`src/rtl/serial_subtractor_ctrl_pkg.sv`:
```
// serial_subtractor_ctrl_pkg: shared FSM encoding and defaults for the bit-serial subtractor.
//   STATE_W       - width of the controller state register
//   state_t       - S_IDLE=00, S_SHIFT=01, S_DONE=10 (11 is illegal)
//   DEFAULT_WIDTH - default operand width
package serial_subtractor_ctrl_pkg;
  localparam int STATE_W = 2;
  localparam int DEFAULT_WIDTH = 8;
  typedef enum logic [STATE_W-1:0] {
    S_IDLE  = 2'b00,
    S_SHIFT = 2'b01,
    S_DONE  = 2'b10
  } state_t;
endpackage

```
`src/rtl/serial_subtractor_ctrl_cell.sv`:
```
// full_subtractor_cell: one-bit full subtractor built from two half subtractors and an OR gate.
//   half_subtractor:      x, y       -> d = x^y, bo = ~x&y
//   full_subtractor_cell: x, y, bin  -> d = x^y^bin, bout = borrow out
module half_subtractor (
  input  logic x,
  input  logic y,
  output logic d,
  output logic bo
);
  assign d  = x ^ y;
  assign bo = ~x & y;
endmodule

module full_subtractor_cell (
  input  logic x,
  input  logic y,
  input  logic bin,
  output logic d,
  output logic bout
);
  logic d1, b1, b2;
  half_subtractor u_hs0 (.x(x),  .y(y),   .d(d1), .bo(b1));
  half_subtractor u_hs1 (.x(d1), .y(bin), .d(d),  .bo(b2));
  assign bout = b1 | b2;
endmodule

```
`src/rtl/serial_subtractor_ctrl.sv`:
```
// serial_subtractor_ctrl: computes D = a - b one bit per cycle, LSB first, through a single full-subtractor cell.
//   clk, rst_n    - clock (rising edge) and asynchronous active-low reset
//   start         - request, accepted only in IDLE; a/b captured then
//   a, b          - minuend and subtrahend
//   busy          - high while bits are being processed
//   done          - one-cycle pulse when D/B carry a new result
//   D, B          - difference mod 2^WIDTH and final borrow (a < b), held until the next result
module serial_subtractor_ctrl
  import serial_subtractor_ctrl_pkg::*;
#(
  parameter  int WIDTH = DEFAULT_WIDTH,
  localparam int CNT_W = $clog2(WIDTH + 1)
) (
  input  logic             clk,
  input  logic             rst_n,
  input  logic             start,
  input  logic [WIDTH-1:0] a,
  input  logic [WIDTH-1:0] b,
  output logic             busy,
  output logic             done,
  output logic [WIDTH-1:0] D,
  output logic             B
);
  state_t           state;
  logic [WIDTH-1:0] sa, sb, res;
  logic [CNT_W-1:0] cnt;
  logic             borrow, diff, bout;
  full_subtractor_cell u_cell (.x(sa[0]), .y(sb[0]), .bin(borrow), .d(diff), .bout(bout));
  // res is internal so D/B keep the previous result until the last bit lands
  always_ff @(posedge clk or negedge rst_n)
    if (!rst_n) begin
      state  <= S_IDLE;
      sa     <= '0;
      sb     <= '0;
      res    <= '0;
      cnt    <= '0;
      borrow <= 1'b0;
      busy   <= 1'b0;
      done   <= 1'b0;
      D      <= '0;
      B      <= 1'b0;
    end else
      case (state)
        S_IDLE:
          if (start) begin
            sa     <= a;
            sb     <= b;
            borrow <= 1'b0;
            cnt    <= '0;
            busy   <= 1'b1;
            state  <= S_SHIFT;
          end
        S_SHIFT: begin
          sa     <= sa >> 1;
          sb     <= sb >> 1;
          res    <= {diff, res[WIDTH-1:1]};
          borrow <= bout;
          cnt    <= cnt + CNT_W'(1);
          if (cnt == CNT_W'(WIDTH - 1)) begin
            D     <= {diff, res[WIDTH-1:1]};
            B     <= bout;
            busy  <= 1'b0;
            done  <= 1'b1;
            state <= S_DONE;
          end
        end
        S_DONE: begin
          done  <= 1'b0;
          state <= S_IDLE;
        end
        default: begin
          busy  <= 1'b0;
          done  <= 1'b0;
          state <= S_IDLE;
        end
      endcase
endmodule

```
`config.mk`:
```
export PLATFORM = sky130hd
export DESIGN_NAME = serial_subtractor_ctrl
export DESIGN_NICKNAME = d
export VERILOG_FILES = /design/src/rtl/serial_subtractor_ctrl_pkg.sv /design/src/rtl/serial_subtractor_ctrl_cell.sv /design/src/rtl/serial_subtractor_ctrl.sv
export SDC_FILE = /design/constraint.sdc
export NUM_CORES = 1
export LEC_CHECK = 0
export BUFFER_PORTS_ARGS = -buffer_cell sky130_fd_sc_hd__buf_2
export CAP_MARGIN = 20
export CELL_PAD_IN_SITES_DETAIL_PLACEMENT = 0
export CELL_PAD_IN_SITES_GLOBAL_PLACEMENT = 1
export CORE_UTILIZATION = 43
export CTS_CLUSTER_DIAMETER = 200
export DETAILED_ROUTE_END_ITERATION = 6
export PLACE_DENSITY_LB_ADDON = 0.1
export SETUP_SLACK_MARGIN = 0.4
export SYNTH_ARGS = -nofsm -noshare
export SYNTH_HDL_FRONTEND = slang
export SYNTH_SLANG_ARGS = --single-unit
export TNS_END_PERCENT = 100
```
`constraint.sdc`:
```
create_clock -name clk -period 1.9 [get_ports clk]
set_input_delay 0.57 -clock clk [delete_from_list [all_inputs] [get_ports clk]]
set_output_delay 0.57 -clock clk [all_outputs]
set_load 0.02 [all_outputs]
```
==> impl_metrics.py <==
metrics = {
    "run_status": {
        "status": "completed",
    },
    "sta": {
        "whs_ps": 325,
        "skew_ps": 8.16,
        "clock.fmax_mhz": 678,
        "slew_viol_final": 0,
        "setup_viol": 0,
        "hold_viol": 0,
        "fin_setup_tns_ps": 0,
        "post-route-min-period_ps": 1480,
        "relSlewSlack_pct": 66.8,
        "fin_ws_ps": 425,
        "period_share_pct": 77.6,
        "rsz0062_at_grt": "true",
        "worst_pin_slew_ps": 498,
    },
    "route": {
        "drc_errors": 0,
        "drt_pass1_iterations": 4,
        "wirelength_um": 3130,
        "wl_per_cell_um": 12.8,
        "vias": 1230,
        "vias_per_cell": 5.02,
        "drtIter0Drc": 55,
        "antenna_left": 0,
    },
    "layout": {
        "nNetsFinal": 217,
        "stdcell_area_mm2": 0.00213,
        "utilization_pct": 56.5,
        "final_cell_count_no_fill": 245,
        "register_area_mm2": 0.00103,
        "syn_to_final_growth_pct": 21.8,
        "antenna_cells": 0,
        "drive_gt1_share_pct": 28.4,
        "multi_input_area_um2": 698,
        "fillCellCount": 346,
    },
    "synthesis": {
        "synth_cell_types": 26,
        "synth_xor_area_share_pct": 0,
        "synth_compound_area_share_pct": 8.45,
        "synth_nets": 182,
        "synth_area_per_cell_um2": 10.9,
        "synthFlopType": "dfrtp_1",
        "synthMuxAreaShare_pct": 13.7,
        "synth_seq_cells": 41,
        "synthArstFlopShare_pct": 100,
        "syn_area_mm2": 0.00175,
        "synth_top_family_by_area": "multiplexers",
        "synth-simple-area-share_pct": 13.3,
        "synth_edf_count": 0,
        "synthAdderAreaFrac_pct": 1.86,
        "synth-seq-area-share_pct": 58.7,
        "ys_warn_count": 0,
        "syn_inst": 161,
    },
    "placement": {
        "place_ws_ps": 137,
        "hpwl_um": 2060,
        "portBuffers": 29,
        "dp_cells": 235,
        "post_dp_cell_area_mm2": 0.00196,
        "gp_routability_congestion": 0.786,
    },
    "grt": {
        "grt_pass1_wl_um": 5490,
        "antenna_found_initial": 0,
        "gr-total-overflow": 0,
        "grt_pass1_vias": 1214,
        "grt_max_degree": 42,
        "grt_usage_pct": 17.5,
    },
    "setup_path": {
        "required_ps": 2080,
        "path_cells": "ha_2 > and3b_2 > and2_4 > mux2_1",
        "r2r_cells": 4,
        "worstSetupPathType": "flop to flop",
        "critPathCaptureType": "flop",
        "worst-path-buf-inv": 0,
        "reg2reg_slack_ps": 420,
        "cpLargestDelayFamily": "simple AND/OR/NAND/NOR gates",
        "cp.arrival_ps": 1650,
        "cp_max_fo": 5,
        "critical_path.max_stage_delay_ps": 410,
        "start_kind": "flop",
        "rr_endpoint": "D[3]",
        "crit_slowest_cell": "dfrtp_1",
        "rr_startpoint": "cnt[1]",
    },
    "floorplanning": {
        "design.core.area_mm2": 0.00377,
        "num_rows": 22,
        "start_util_pct": 46.4,
        "ios": 30,
        "dieWidth_um": 65.8,
        "dieArea_mm2": 0.00432,
        "fp.dieH_um": 65.8,
    },
    "power": {
        "p_sw_share_pct": 34.6,
        "power_frac_clock_pct": 20.8,
        "p_int_mw": 2.27,
        "p_per_area_mw_per_mm2": 1630,
        "ir_drop_mv": 0.691,
        "power_leakage_nw": 1.09,
        "power_mw": 3.46,
        "combPwrFrac_pct": 36.3,
        "pwr-share-seq_pct": 42.9,
        "switching_power_mw": 1.20,
    },
    "hold_path": {
        "worstHoldPathType": "input pin to asynchronous set/reset pin",
    },
    "clock_network": {
        "h-tree-depth": 2,
        "cts_tree": "done",
        "cts.sinks": 41,
        "clkTransAtPathRegs_ps": 80,
        "cts-buffers-inserted": 5,
        "clockRootBuffer": "clkbuf_8",
        "postCtsHoldBufs": 0,
        "clockBufferDepth": 2,
        "clk-insertion-delay-late_ps": 290,
    },
    "flow_run": {
        "maxCapViolations": 0,
    },
}
-- cell usage after synthesis, drive strengths merged, types with 3 or more instances --
cell type  count  area share (%)
a21oi          3            0.86
buf            6             2.2
clkbuf         3            0.64
dfrtp         41              59
inv            5             1.1
mux2           8             5.2
mux2i         15             8.6
nand2         41             8.8
nand3          3            0.86
nor2b          4             1.4
o21ai         20             5.7
-- power groups by stage --
stage / Clock, mW / Combinational [mW] / Sequential, mW
after global routing: 0.783 / 1.45 / 1.55
after floorplan: 0 / 0.737 / 1.58
after CTS: 0.740 / 1.19 / 1.48
final: 0.722 / 1.26 / 1.49
after detailed placement: 0 / 1.18 / 1.50
after global placement: 0 / 1.13 / 1.47
-- cells in the final DEF, fill, tap and decap left out, types with 5 or more instances in the layout --
cell type / Yosys / final
clkbuf_8: 0 / 6
buf_2: 4 / 29
dfrtp_1: 41 / 40
o21ai_0: 20 / 20
mux2_4: 0 / 5
mux2i_1: 15 / 15
buf_4: 1 / 6
inv_1: 5 / 5
nand2_1: 41 / 41
-- kinds of logic (layout without fill, tap and decap cells) --
logic type,count (synthesis),in the layout
compound gates,27,27
fa+ha+maj,2,2
buf+inv,14,49
flops,41,41
mux,23,23
simple gates,54,55
-- worst max-delay path by stage --
stage	from	to	slack, ps	depth (start not counted)
after floorplan	cnt[0]	D[7]	430	5
after global placement	cnt[0]	D[0]	210	4
after detailed placement	cnt[0]	D[0]	140	4
after CTS	cnt[0]	D[2]	380	4
after global routing	cnt[0]	D[7]	370	4
final	cnt[1]	D[3]	420	4
-- per-layer routing --
layer / GRT usage, % / part of all wire [%] / wire length, um
met2: 27.8 / 47 / 1480
met1: 20.7 / 47 / 1460
met3: 7.12 / 4.4 / 138
met5: 0 / 0 / 0
met4: 7.34 / 1.8 / 56
-- flip-flops by register name (all words and copies together), names as in the netlist --
name,count
B,1
D,8
borrow,1
busy,1
cnt,4
done,1
res,7
sa,8
sb,8
state,2
-- repair_timing --
item	in CTS	in global routing
endpoints found under the hold margin	0	0
endpoints found under the setup margin	11	21
gates cloned	0	1
setup buffers	1	0
resized for setup	2	11
pin swaps	1	1
-- cell type report --
type	count	area share, %
Clock buffer	6	3.88
Clock inverter	2	1.76
Inverter	5	0.881
Multi-Input combinational cell	107	32.8
Sequential cell	41	48.2
Tap cell	48	2.82
Timing Repair Buffer	36	9.64
No activity file was read; power rests on OpenSTA's default activity.
